### config.mk
export PLATFORM = sky130hd
export DESIGN_NAME = hazard_ctrl_flat
export DESIGN_NICKNAME = d
export VERILOG_FILES = /design/src/rtl/pipe_pkg.sv /design/src/rtl/hazard_ctrl_if.sv /design/src/rtl/hazard_scoreboard.sv /design/src/rtl/hazard_ctrl.sv /design/src/flat_wrapper.sv
export SDC_FILE = /design/constraint.sdc
export NUM_CORES = 1
export LEC_CHECK = 0
export CAP_MARGIN = 20
export CORE_MARGIN = 2
export CORE_UTILIZATION = 22
export DETAILED_ROUTE_END_ITERATION = 10
export PLACE_DENSITY = 0.72
export SLEW_MARGIN = 20
export SYNTH_ARGS = -nofsm -noshare
export SYNTH_HDL_FRONTEND = slang
export SYNTH_SLANG_ARGS = --single-unit
### constraint.sdc
create_clock -name clk -period 1.4 [get_ports clk]
set_input_delay 0.28 -clock clk [delete_from_list [all_inputs] [get_ports clk]]
set_output_delay 0.28 -clock clk [all_outputs]
set_load 0.01 [all_outputs]
### src/rtl/pipe_pkg.sv
// Shared pipeline definitions: store mask-mode encodings and the memory-wait FSM state.
package pipe_pkg;
  localparam logic [2:0] MASK_B = 3'd0;
  localparam logic [2:0] MASK_H = 3'd1;
  localparam logic [2:0] MASK_W = 3'd2;

  typedef enum logic {IDLE = 1'b0, WAIT = 1'b1} mem_state_e;

  function automatic logic is_subword(input logic [2:0] mode);
    return (mode == MASK_B) || (mode == MASK_H);
  endfunction
endpackage

### src/rtl/hazard_ctrl_if.sv
// Pipeline <-> hazard controller bundle; master is the pipeline datapath, slave the controller.
interface hazard_ctrl_if #(parameter int REG_AW = 5);
  logic [REG_AW-1:0] id_rs1, id_rs2, ex_rd;
  logic              id_rs1_used, id_rs2_used;
  logic              ex_valid, ex_memRead, ex_memWrite, ex_jump, ex_branch, ex_br_taken;
  logic              mem_memWrite;
  logic [2:0]        mem_maskMode;
  logic              mem_req, mem_ready;
  logic              pc_redirect;
  logic              if_id_stall, id_ex_stall, ex_mem_stall;
  logic              if_id_flush, id_ex_flush, ex_mem_flush, mem_wb_flush;
  logic              mem_wait;

  modport master (
    output id_rs1, id_rs2, ex_rd, id_rs1_used, id_rs2_used, ex_valid, ex_memRead, ex_memWrite,
           ex_jump, ex_branch, ex_br_taken, mem_memWrite, mem_maskMode, mem_req, mem_ready,
    input  pc_redirect, if_id_stall, id_ex_stall, ex_mem_stall,
           if_id_flush, id_ex_flush, ex_mem_flush, mem_wb_flush, mem_wait
  );
  modport slave (
    input  id_rs1, id_rs2, ex_rd, id_rs1_used, id_rs2_used, ex_valid, ex_memRead, ex_memWrite,
           ex_jump, ex_branch, ex_br_taken, mem_memWrite, mem_maskMode, mem_req, mem_ready,
    output pc_redirect, if_id_stall, id_ex_stall, ex_mem_stall,
           if_id_flush, id_ex_flush, ex_mem_flush, mem_wb_flush, mem_wait
  );
endinterface

### src/rtl/hazard_scoreboard.sv
// Load destination shift register (LOAD_LAT-1 deep) plus ID source match against EX and all entries.
module hazard_scoreboard
  import pipe_pkg::*;
#(
  parameter int REG_AW   = 5,
  parameter int LOAD_LAT = 1
) (
  input  logic              clk,
  input  logic              rst,
  input  logic              shift_en,
  input  logic              load_v,
  input  logic [REG_AW-1:0] load_rd,
  input  logic              ex_load,
  input  logic [REG_AW-1:0] ex_rd,
  input  logic [REG_AW-1:0] rs1,
  input  logic [REG_AW-1:0] rs2,
  input  logic              rs1_used,
  input  logic              rs2_used,
  output logic              hit
);
  localparam int DEPTH = (LOAD_LAT > 1) ? LOAD_LAT - 1 : 1;

  function automatic logic uses(input logic [REG_AW-1:0] rd, input logic [REG_AW-1:0] s1,
                                input logic [REG_AW-1:0] s2, input logic u1, input logic u2);
    return (rd != '0) && ((u1 && s1 == rd) || (u2 && s2 == rd));
  endfunction

  logic ex_hit;
  assign ex_hit = ex_load && uses(ex_rd, rs1, rs2, rs1_used, rs2_used);

  generate
    if (LOAD_LAT > 1) begin : g_sb
      logic [DEPTH-1:0]             v;
      logic [DEPTH-1:0][REG_AW-1:0] rd;
      logic [DEPTH-1:0]             m;

      // Holds while the pipe is frozen so in-flight loads keep their age.
      always_ff @(posedge clk) begin
        if (rst) begin
          v  <= '0;
          rd <= '0;
        end else if (shift_en) begin
          v[0]  <= load_v;
          rd[0] <= load_rd;
          for (int i = 1; i < DEPTH; i++) begin
            v[i]  <= v[i-1];
            rd[i] <= rd[i-1];
          end
        end
      end

      for (genvar i = 0; i < DEPTH; i++) begin : g_m
        assign m[i] = v[i] && uses(rd[i], rs1, rs2, rs1_used, rs2_used);
      end
      assign hit = ex_hit || (|m);
    end else begin : g_nosb
      logic unused_sb;
      assign unused_sb = ^{clk, rst, shift_en, load_v, load_rd};
      assign hit       = ex_hit;
    end
  endgenerate
endmodule

### src/rtl/hazard_ctrl.sv
// 5-stage RV hazard/stall controller: memory-wait freeze, sub-word store RMW stall, redirect, load-use.
// Optional HAZARD_PERF_EN adds stall/flush/load-use event counters.
module hazard_ctrl
  import pipe_pkg::*;
#(
  parameter int REG_AW    = 5,
  parameter int LOAD_LAT  = 1,
  parameter int RMW_STALL = 1
) (
  input  logic        clk,
  input  logic        rst,
  hazard_ctrl_if.slave bus
`ifdef HAZARD_PERF_EN
  ,
  output logic [31:0] perf_stall_cnt,
  output logic [31:0] perf_flush_cnt,
  output logic [31:0] perf_ldu_cnt
`endif
);
  mem_state_e state;
  logic       rmw_q;
  logic       freeze, rmw_cond, rmw, redir, ldu, sb_hit, load_v;

  assign freeze   = bus.mem_req && !bus.mem_ready;
  assign rmw_cond = (RMW_STALL != 0) && bus.ex_valid && (bus.ex_memRead || bus.ex_memWrite) &&
                    bus.mem_memWrite && is_subword(bus.mem_maskMode);
  // rmw_q keeps a static store/access pair from re-stalling: one bubble per store.
  assign rmw      = rmw_cond && !rmw_q && !freeze;
  assign redir    = bus.ex_valid && (bus.ex_jump || (bus.ex_branch && bus.ex_br_taken)) &&
                    !freeze && !rmw;
  assign ldu      = sb_hit && !freeze && !rmw && !redir;
  assign load_v   = bus.ex_valid && bus.ex_memRead && (bus.ex_rd != '0) && !rmw;

  hazard_scoreboard #(.REG_AW(REG_AW), .LOAD_LAT(LOAD_LAT)) u_sb (
    .clk      (clk),
    .rst      (rst),
    .shift_en (!freeze),
    .load_v   (load_v),
    .load_rd  (bus.ex_rd),
    .ex_load  (bus.ex_valid && bus.ex_memRead),
    .ex_rd    (bus.ex_rd),
    .rs1      (bus.id_rs1),
    .rs2      (bus.id_rs2),
    .rs1_used (bus.id_rs1_used),
    .rs2_used (bus.id_rs2_used),
    .hit      (sb_hit)
  );

  always_ff @(posedge clk) begin
    if (rst) begin
      state <= IDLE;
      rmw_q <= 1'b0;
    end else begin
      case (state)
        IDLE:    if (freeze) state <= WAIT;
        WAIT:    if (bus.mem_ready) state <= IDLE;
        default: state <= IDLE;
      endcase
      if (!freeze) rmw_q <= rmw;
    end
  end

  always_comb begin
    bus.pc_redirect  = 1'b0;
    bus.if_id_stall  = 1'b0;
    bus.id_ex_stall  = 1'b0;
    bus.ex_mem_stall = 1'b0;
    bus.if_id_flush  = 1'b0;
    bus.id_ex_flush  = 1'b0;
    bus.ex_mem_flush = 1'b0;
    bus.mem_wb_flush = 1'b0;
    bus.mem_wait     = (state == WAIT) && !rst;
    if (!rst) begin
      if (freeze) begin
        bus.if_id_stall  = 1'b1;
        bus.id_ex_stall  = 1'b1;
        bus.ex_mem_stall = 1'b1;
        bus.mem_wb_flush = 1'b1;
      end else if (rmw) begin
        bus.if_id_stall  = 1'b1;
        bus.id_ex_stall  = 1'b1;
        bus.ex_mem_flush = 1'b1;
      end else if (redir) begin
        bus.pc_redirect  = 1'b1;
        bus.if_id_flush  = 1'b1;
        bus.id_ex_flush  = 1'b1;
      end else if (ldu) begin
        bus.if_id_stall  = 1'b1;
        bus.id_ex_flush  = 1'b1;
      end
    end
  end

`ifdef HAZARD_PERF_EN
  always_ff @(posedge clk) begin
    if (rst) begin
      perf_stall_cnt <= '0;
      perf_flush_cnt <= '0;
      perf_ldu_cnt   <= '0;
    end else begin
      if (freeze || rmw) perf_stall_cnt <= perf_stall_cnt + 32'd1;
      if (redir)         perf_flush_cnt <= perf_flush_cnt + 32'd1;
      if (ldu)           perf_ldu_cnt   <= perf_ldu_cnt + 32'd1;
    end
  end
`endif
endmodule

### src/flat_wrapper.sv
// flat-port wrapper written by rule: the top's interface ports become plain ports
module hazard_ctrl_flat import pipe_pkg::*;
#(
  parameter int REG_AW    = 5,
  parameter int LOAD_LAT  = 1,
  parameter int RMW_STALL = 1
)
  (clk, rst, bus_id_rs1, bus_id_rs2, bus_ex_rd, bus_id_rs1_used, bus_id_rs2_used, bus_ex_valid, bus_ex_memRead, bus_ex_memWrite, bus_ex_jump, bus_ex_branch, bus_ex_br_taken, bus_mem_memWrite, bus_mem_maskMode, bus_mem_req, bus_mem_ready, bus_pc_redirect, bus_if_id_stall, bus_id_ex_stall, bus_ex_mem_stall, bus_if_id_flush, bus_id_ex_flush, bus_ex_mem_flush, bus_mem_wb_flush, bus_mem_wait);
  hazard_ctrl_if #(.REG_AW(REG_AW)) bus_i ();
  input  logic clk;
  input  logic rst;
  input wire logic [$bits(bus_i.id_rs1)-1:0] bus_id_rs1;
  input wire logic [$bits(bus_i.id_rs2)-1:0] bus_id_rs2;
  input wire logic [$bits(bus_i.ex_rd)-1:0] bus_ex_rd;
  input wire logic [$bits(bus_i.id_rs1_used)-1:0] bus_id_rs1_used;
  input wire logic [$bits(bus_i.id_rs2_used)-1:0] bus_id_rs2_used;
  input wire logic [$bits(bus_i.ex_valid)-1:0] bus_ex_valid;
  input wire logic [$bits(bus_i.ex_memRead)-1:0] bus_ex_memRead;
  input wire logic [$bits(bus_i.ex_memWrite)-1:0] bus_ex_memWrite;
  input wire logic [$bits(bus_i.ex_jump)-1:0] bus_ex_jump;
  input wire logic [$bits(bus_i.ex_branch)-1:0] bus_ex_branch;
  input wire logic [$bits(bus_i.ex_br_taken)-1:0] bus_ex_br_taken;
  input wire logic [$bits(bus_i.mem_memWrite)-1:0] bus_mem_memWrite;
  input wire logic [$bits(bus_i.mem_maskMode)-1:0] bus_mem_maskMode;
  input wire logic [$bits(bus_i.mem_req)-1:0] bus_mem_req;
  input wire logic [$bits(bus_i.mem_ready)-1:0] bus_mem_ready;
  output wire logic [$bits(bus_i.pc_redirect)-1:0] bus_pc_redirect;
  output wire logic [$bits(bus_i.if_id_stall)-1:0] bus_if_id_stall;
  output wire logic [$bits(bus_i.id_ex_stall)-1:0] bus_id_ex_stall;
  output wire logic [$bits(bus_i.ex_mem_stall)-1:0] bus_ex_mem_stall;
  output wire logic [$bits(bus_i.if_id_flush)-1:0] bus_if_id_flush;
  output wire logic [$bits(bus_i.id_ex_flush)-1:0] bus_id_ex_flush;
  output wire logic [$bits(bus_i.ex_mem_flush)-1:0] bus_ex_mem_flush;
  output wire logic [$bits(bus_i.mem_wb_flush)-1:0] bus_mem_wb_flush;
  output wire logic [$bits(bus_i.mem_wait)-1:0] bus_mem_wait;
  assign bus_i.id_rs1 = bus_id_rs1;
  assign bus_i.id_rs2 = bus_id_rs2;
  assign bus_i.ex_rd = bus_ex_rd;
  assign bus_i.id_rs1_used = bus_id_rs1_used;
  assign bus_i.id_rs2_used = bus_id_rs2_used;
  assign bus_i.ex_valid = bus_ex_valid;
  assign bus_i.ex_memRead = bus_ex_memRead;
  assign bus_i.ex_memWrite = bus_ex_memWrite;
  assign bus_i.ex_jump = bus_ex_jump;
  assign bus_i.ex_branch = bus_ex_branch;
  assign bus_i.ex_br_taken = bus_ex_br_taken;
  assign bus_i.mem_memWrite = bus_mem_memWrite;
  assign bus_i.mem_maskMode = bus_mem_maskMode;
  assign bus_i.mem_req = bus_mem_req;
  assign bus_i.mem_ready = bus_mem_ready;
  assign bus_pc_redirect = bus_i.pc_redirect;
  assign bus_if_id_stall = bus_i.if_id_stall;
  assign bus_id_ex_stall = bus_i.id_ex_stall;
  assign bus_ex_mem_stall = bus_i.ex_mem_stall;
  assign bus_if_id_flush = bus_i.if_id_flush;
  assign bus_id_ex_flush = bus_i.id_ex_flush;
  assign bus_ex_mem_flush = bus_i.ex_mem_flush;
  assign bus_mem_wb_flush = bus_i.mem_wb_flush;
  assign bus_mem_wait = bus_i.mem_wait;
  hazard_ctrl #(.REG_AW(REG_AW), .LOAD_LAT(LOAD_LAT), .RMW_STALL(RMW_STALL)) u_core (.clk(clk), .rst(rst), .bus(bus_i));
endmodule
==> results.cfg, run 1 <==
[sta]
final-setup-viol-count = 6
rsz0062_at_grt = true
finalMaxSlewViolations = 0
maxSlewHeadroom_pct = 78.4
max_freq_mhz = 580
finalHoldViolations = 0
fin_worst_skew_ns = 0
tns_ns = -1.32
fin_crit_ns = 1.72
tightest_slew_ns = 0.323
holdWs_ns = 0.347
fin_crit_sh_pct = 123
setup_ws_ns = -0.325

[die]
rows = 13
core-area_mm2 = 0.00135
die_h_um = 42.6
dieArea_mm2 = 0.00181
die_x_um = 42.6
initial_core_util_pct = 24.3
pin_count = 40

[setup_path]
critPathKind = in -> out
worstPathRequired_ns = 1.12
arrival_ns = 1.44
crit_path_end_kind = output pin
reg2reg_depth = 4
r2r_slack_ns = 0.49
worstReg2RegEnd = u_core.rmw_q
critPathMaxFanout = 3
rr_startpoint = u_core.rmw_q
startpoint = bus_ex_rd[0]
worstSetupStartpointType = primary input

[cts]
clock_latency_ns = 0.23
clkSinkCount = 2
cts_htree_levels = 1
max-clock-path-buffers = 2
cts_tree = built
cts_inserted_buffers = 3
ctsHoldBuffers = 0
clk_pin_slew_ns = 0.03
clock-root-buffer = clkbuf_4

[finish]
syn_to_final_growth_pct = 175
nFillCells = 127
diodes = 0
multi_input_comb_area_um2 = 373
regArea_um2 = 41.3
stdcell_count = 107
layout-drive-gt1-share_pct = 55.4
final_net_count = 125

[status]
violations = setup timing
status = finished, violations left

[yosys]
synth_ff_type = dfxtp_1
syn_avg_cell_area_um2 = 8.20
synthesis.area_um2 = 328
synth_top_cell_by_area = xor2_1
synth_fp_nets = 71
yosys.cell_types.count = 24
yosysMostFrequentCell = xor2_1
yosysSeqAreaShare_pct = 12.2
yosysWarnings = 0
synth-edff-count = 0
synth.ff_latch_count = 2
synth_commonest_cells = 8 x xor2_1, 3 x nor4_1
synth_area_leaders = xor2_1 21%, dfxtp_1 12%, nor4_1 5.7%
synth_cells = 40
synthArstFlopShare_pct = 0
synth_top_area_share_pct = 21.4

[routing]
via_count = 498
drtIter0Drc = 2
ant_nets = 0
dr.pass1.iters = 2
detail_route.wl_per_cell_um = 12.5
drc = 0
drt_wl_total_mm = 1.34
viasPerCell = 4.65

[pwr]
p_per_area_mw_per_mm2 = 451
p_leak_nw = 0.437
ir_drop_mv = 0.300
p_total_w = 0.000406

[min_path]
holdPathEnd = u_core.rmw_q
min_path_cells = 3
hold_class = in -> reg
worst_hold_startpoint = rst

[place]
routabilityCongestion = 0.745
dp.cells = 102
port_buffers = 38
dp_hpwl_um = 942

[global_routing]
grt_overflow = 0
grt_start_max_net_pins = 5
grt_pass1_wl_mm = 2.22
gr-usage-all-layers_pct = 16.9
antenna_found_initial = 0
grt_pass1_vias = 547

[job]
cap_violations = 0
[metrics by stage]
step           worst slack (ns)  util [%]  area (µm²)
2_1_floorplan           -0.0296         -         340
3_3_place_gp              -1.04      59.8         807
3_5_place_dp              -1.05      59.8         807
4_1_cts                  -0.341      65.2         881
5_1_grt                  -0.383      66.8         902
6_report                 -0.325      66.8         902
[cell families (layout without fill, tap and decap cells)]
| kind of cell | after synthesis | count (layout) | synth area share [%] |
|---|---|---|---|
| AOI/OAI and AO/OA | 8 | 8 | 22.1 |
| xor gates and xnor gates | 10 | 10 | 26.7 |
| buffers and inverters | 3 | 55 | 5.72 |
| DFF | 2 | 2 | 12.2 |
| muxes | 1 | 1 | 3.05 |
| and+or+nand+nor | 16 | 16 | 30.2 |
[placed cells by master, fill, tap and decap left out, types with 2 or more instances in the layout]
| master | netlist | layout |
|---|---|---|
| clkdlybuf4s15_1 | 0 | 7 |
| clkdlybuf4s50_1 | 0 | 3 |
| nand2b_4 | 0 | 2 |
| buf_8 | 0 | 2 |
| clkbuf_2 | 0 | 5 |
| dlygate4sd2_1 | 0 | 8 |
| a21o_1 | 2 | 2 |
| buf_6 | 0 | 10 |
| xor2_1 | 8 | 7 |
| buf_2 | 0 | 6 |
| clkbuf_4 | 0 | 3 |
| buf_4 | 2 | 10 |
| xnor2_1 | 2 | 2 |
[repair_timing]
action                     CTS  global route
gates resized for setup    109            17
setup endpoints to repair    9             9
buffers inserted             2             0
pin swaps                   19             9
[layer usage]
metal	up-vias	share of wire, %	GRT usage (%)
li1	248	-	-
met1	219	32	14.5
met2	29	58	34.8
met3	2	8.4	3.45
met4	0	1.3	9.38
met5	-	0	0
[where the power goes]
group,switching (W),total (W),internal (W)
Clock,0.0000366,0.000131,0.0000948
Sequential,0.000000874,0.0000605,0.0000596
Combinational,0.0000828,0.000214,0.000132
Total,0.000120,0.000406,0.000286
[state kept, by name (all words and copies together) (netlist names)]
| signal | flops |
|---|---|
| u_core.state | 1 |
| u_core.rmw_q | 1 |
[layout make-up]
class / count / share of cell area, %
Timing Repair Buffer: 51 / 49.1
Multi-Input combinational cell: 35 / 41.3
Tap cell: 15 / 2.08
Clock buffer: 3 / 2.50
Inverter: 1 / 0.416
Sequential cell: 2 / 4.58
[worst max-delay path by stage]
stage,endpoint,depth (start not counted)
5_1_grt,bus_id_ex_flush,7
2_1_floorplan,bus_if_id_stall,4
3_3_place_gp,bus_id_ex_flush,7
6_report,bus_if_id_stall,6
3_5_place_dp,bus_id_ex_flush,6
4_1_cts,bus_id_ex_flush,8
[critical path, cell delays in order]
cell and delay [ns]:
buf_8 0.10, or4_4 0.52, o211ai_2 0.18, or3b_4 0.16
o21bai_4 0.07, buf_6 0.12
(Power assumes the default switching activity.)
==> run 2: changes to the inputs <==
CAP_MARGIN = 0   (was 20)
CORE_UTILIZATION = 25   (was 22)
DONT_BUFFER_PORTS = 1   (was default)
PLACE_DENSITY = default   (was 0.72)
==> run 2 against run 1 <==
Net effect: the flow still finishes with violations (setup timing); non-clock buffer count fell by 47; utilization fell by 33 points; power fell by 35%; setup slack improved by 0.18 ns; die area fell by 11%; final cell count fell by 44%; highest routed layer is now met3.
==> results.cfg, run 2 (synthesis results as in run 1) <==
[setup_path]
worstSetupStartpointType = flop
rr_startpoint = u_core.rmw_q
worstPathRequired_ns = 1.12
critical_path.max_stage_delay_ns = 0.39
worstReg2RegEnd = u_core.rmw_q
critPathKind = reg -> out
r2r_slack_ns = 0.46
critPathMaxFanout = 3
crit_chain = o41ai_4 -> and2b_1 -> o21bai_4
arrival_ns = 1.27
slowest_stage = o41ai_4
reg2reg_depth = 3
crit_path_end_kind = output pin

[place]
dp_hpwl_um = 733
port_buffers = 0
dp.cells = 57
routabilityCongestion = 0.701

[cts]
cts_inserted_buffers = 3
max-clock-path-buffers = 2
clk_pin_slew_ns = 0.03
cts_htree_levels = 1
clock_latency_ns = 0.22
clock-root-buffer = clkbuf_4
ctsHoldBuffers = 0
clkSinkCount = 2
cts_tree = built

[die]
die_x_um = 40.2
rows = 13
core-area_mm2 = 0.00127
pin_count = 40
die_h_um = 40.2
initial_core_util_pct = 25.8
dieArea_mm2 = 0.00162

[global_routing]
grt_overflow = 0
antenna_found_initial = 0
gr-usage-all-layers_pct = 10.1
grt_pass1_vias = 335
grt_start_max_net_pins = 9
grt_pass1_wl_mm = 1.08

[min_path]
holdPathEnd = u_core.rmw_q
worst_hold_startpoint = rst
hold_class = in -> reg
min_path_cells = 1

[job]
cap_violations = 0

[sta]
rsz0062_at_grt = true
holdWs_ns = 0.123
maxSlewHeadroom_pct = 67.2
fin_crit_ns = 1.55
fin_worst_skew_ns = 0
max_freq_mhz = 647
setup_ws_ns = -0.147
fin_crit_sh_pct = 110
finalHoldViolations = 0
final-setup-viol-count = 6
finalMaxSlewViolations = 0
tightest_slew_ns = 0.491

[routing]
dr.pass1.iters = 1
detail_route.wl_per_cell_um = 13.7
ant_nets = 0
viasPerCell = 5.28
drtIter0Drc = 0
drt_wl_total_um = 822
drc = 0
via_count = 317

[finish]
layout-drive-gt1-share_pct = 31.1
diodes = 0
syn_to_final_growth_pct = 30.5
reg.largest.list = u_core.rmw_q (1), u_core.state (1)
utilization_pct = 33.7
final_common_cell = xor2_1
final_cell_mix = 8 x xor2_1, 4 x buf_4, 3 x nor4_1, 3 x clkbuf_4
stdcell_count = 60
nFillCells = 147
final_net_count = 78

[status]
violations = setup timing
status = finished, violations left

[pwr]
p_per_area_mw_per_mm2 = 615
p_leak_nw = 0.181
ir_drop_mv = 0.291
## run 2: layout make-up
cell class | instances | area (µm²) | area share, %
Tap cell | 15 | 18.8 | 4.39
Sequential cell | 2 | 41.3 | 9.65
Clock buffer | 3 | 22.5 | 5.26
Multi-Input combinational cell | 35 | 312 | 72.8
Inverter | 1 | 3.75 | 0.877
Timing Repair Buffer | 4 | 30.0 | 7.02
## run 2: worst max path at each step
stage / to / slack (ns) / startpoint
floorplan: bus_if_id_stall / -0.03 / bus_mem_maskMode[2]
global placement: bus_id_ex_flush / -0.07 / bus_ex_memRead
detailed placement: bus_id_ex_flush / -0.08 / bus_ex_memRead
CTS: bus_if_id_stall / -0.14 / u_core.rmw_q
global route: bus_if_id_stall / -0.20 / u_core.rmw_q
finish: bus_if_id_stall / -0.15 / u_core.rmw_q
## run 2: timing repair
action / in CTS / in global routing
resized for setup: 5 / 0
setup endpoints to repair: 6 / 6
pin swaps: 2 / 0
buffers inserted: 0 / 0
## run 2: power by group
part           switching [W]  internal (W)   total, W
Combinational      0.0000355     0.0000436  0.0000790
Clock              0.0000295     0.0000942   0.000124
Sequential       0.000000804     0.0000597  0.0000605
Total              0.0000658      0.000197   0.000263
## run 2: stage by stage
step / setup slack [ns] / total power [W] / TNS [ns] / instance area, µm²
after detailed placement: -0.0810 / 0.000133 / -0.189 / 374
after global routing: -0.199 / 0.000284 / -0.965 / 428
after global placement: -0.0659 / 0.000131 / -0.144 / 374
final: -0.147 / 0.000263 / -0.608 / 428
after CTS: -0.142 / 0.000273 / -0.616 / 428
after floorplan: -0.0296 / 0.000121 / -0.0459 / 340
## run 2: worst max-delay path: cells and delay by family (launching register included)
family | cells | cell delay, ns
flops | 1 | 0.33
compound gates | 2 | 0.52
simple gates | 1 | 0.19
## run 2: routing by layer
layer	global-route usage, %	share of wire (%)	routed length [µm]	vias up
met1	7.21	28	232	141
met3	0	12	100	0
met4	7.50	0	0	0
met5	0	0	0	-
met2	23.4	59	489	22
li1	-	-	-	154
==> run 3: changes to the inputs <==
CTS_BUF_LIST = sky130_fd_sc_hd__clkbuf_16   (was default)
==> run 3 against run 2 <==
Net effect: die area stayed put; critical path depth unchanged; global-route usage up 0.80 points; the run still ends with setup timing left; register-to-register slack got worse by 0.02 ns; sequential cell count unchanged; wire length up 3.8%; sequential power hardly changed.
==> results.cfg, run 3 (synthesis results as in run 1) <==
[die]
die_h_um = 40.2
rows = 13
pin_count = 40
dieArea_mm2 = 0.00162
die_x_um = 40.2
initial_core_util_pct = 25.8
core-area_mm2 = 0.00127

[pwr]
p_per_area_mw_per_mm2 = 1170
ir_drop_mv = 0.833
p_leak_nw = 0.204
p_total_w = 0.000564

[setup_path]
worstPathRequired_ns = 1.12
r2r_slack_ns = 0.44
critical_path.max_stage_delay_ns = 0.39
arrival_ns = 1.26
worstSetupStartpointType = flop
crit_path_end_kind = output pin
crit_chain = o41ai_4 -> and2b_1 -> o21bai_4
critPathMaxFanout = 3
slowest_stage = o41ai_4
critPathKind = reg -> out

[cts]
cts_htree_levels = 1
clock-root-buffer = clkbuf_16
clk_pin_slew_ns = 0.03
clkSinkCount = 2
clock_latency_ns = 0.22
max-clock-path-buffers = 2
cts_inserted_buffers = 3
cts_tree = built

[global_routing]
grt_overflow = 0
gr-usage-all-layers_pct = 10.9
antenna_found_initial = 0
grt_pass1_vias = 347
grt_start_max_net_pins = 9
grt_pass1_wl_mm = 1.14

[routing]
drc = 0
detail_route.wl_per_cell_um = 14.2
ant_nets = 0
via_count = 320
drt_wl_total_um = 853
drtIter0Drc = 0
dr.pass1.iters = 1
viasPerCell = 5.33

[place]
placed_cell_area_um2 = 374
dp_hpwl_um = 733
routabilityCongestion = 0.701
port_buffers = 0

[sta]
tightest_slew_ns = 0.491
fin_crit_ns = 1.54
finalHoldViolations = 0
final-setup-viol-count = 6
rsz0062_at_grt = true
max_freq_mhz = 648
fin_crit_sh_pct = 110
fin_worst_skew_ns = 0
tns_ns = -0.605
finalMaxSlewViolations = 0
maxSlewHeadroom_pct = 67.2
setup_ws_ns = -0.144

[status]
status = finished, violations left
violations = setup timing

[job]
cap_violations = 0

[finish]
diodes = 0
nFillCells = 138
syn_to_final_growth_pct = 46.6
final_net_count = 78
final_common_cell = xor2_1
final_cell_mix = 8 x xor2_1, 4 x buf_4, 3 x nor4_1, 3 x clkbuf_16
reg.largest.list = u_core.rmw_q (1), u_core.state (1)
utilization_pct = 37.9
final_area_um2 = 480
layout-drive-gt1-share_pct = 31.1

[min_path]
hold_class = in -> reg
run 3: per-stage QoR:
step | setup WS [ns] | cells | hold slack [ns]
floorplan | -0.0296 | 40 | 0.352
global placement | -0.0659 | 57 | 0.354
detailed placement | -0.0810 | 57 | 0.360
CTS | -0.132 | 60 | 0.125
global route | -0.192 | 60 | 0.127
finish | -0.144 | 60 | 0.126
run 3: final cells by class:
cell class                 instances  area, µm²  share of cell area, %
tap                               15       18.8                   3.91
multi-input combinational         35        312                   64.8
sequential                         2       41.3                   8.59
timing repair buffer               4       30.0                   6.25
inverter                           1       3.75                  0.781
clock buffer                       3       75.1                   15.6
run 3: path summary, 6_finish.rpt:
path,from,end,depth (start not counted)
worst min-delay path,rst,u_core.rmw_q,1
worst max-delay path,u_core.rmw_q,bus_if_id_stall,3
worst max register to register,u_core.rmw_q,u_core.rmw_q,3
worst min register to register,u_core.rmw_q,u_core.rmw_q,2
run 3: repair_timing:
item,in CTS,in global routing
endpoints found under the hold margin,0,0
pin swaps,2,0
setup endpoints to repair,6,6
hold buffers,0,0
setup buffers,0,0
resized for setup,5,0
run 3: where the power goes:
group,total [W],switching [W],internal [W]
Sequential,0.0000605,0.000000854,0.0000597
Clock,0.000425,0.0000619,0.000363
Combinational,0.0000790,0.0000354,0.0000436
Total,0.000564,0.0000982,0.000466
run 3: critical path: cells and delay by family, from the launching register on:
family	cells	cell delay, ns
AO/OA/AOI/OAI	2	0.52
flip-flops	1	0.33
AND/OR/NAND/NOR	1	0.19
run 3: layer usage:
metal	global-route usage (%)	part of all wire, %	vias to the layer above
li1	-	-	153
met1	7.87	30	145
met2	24.2	58	22
met3	1.67	11	0
met4	7.50	0	0
met5	0	0	-
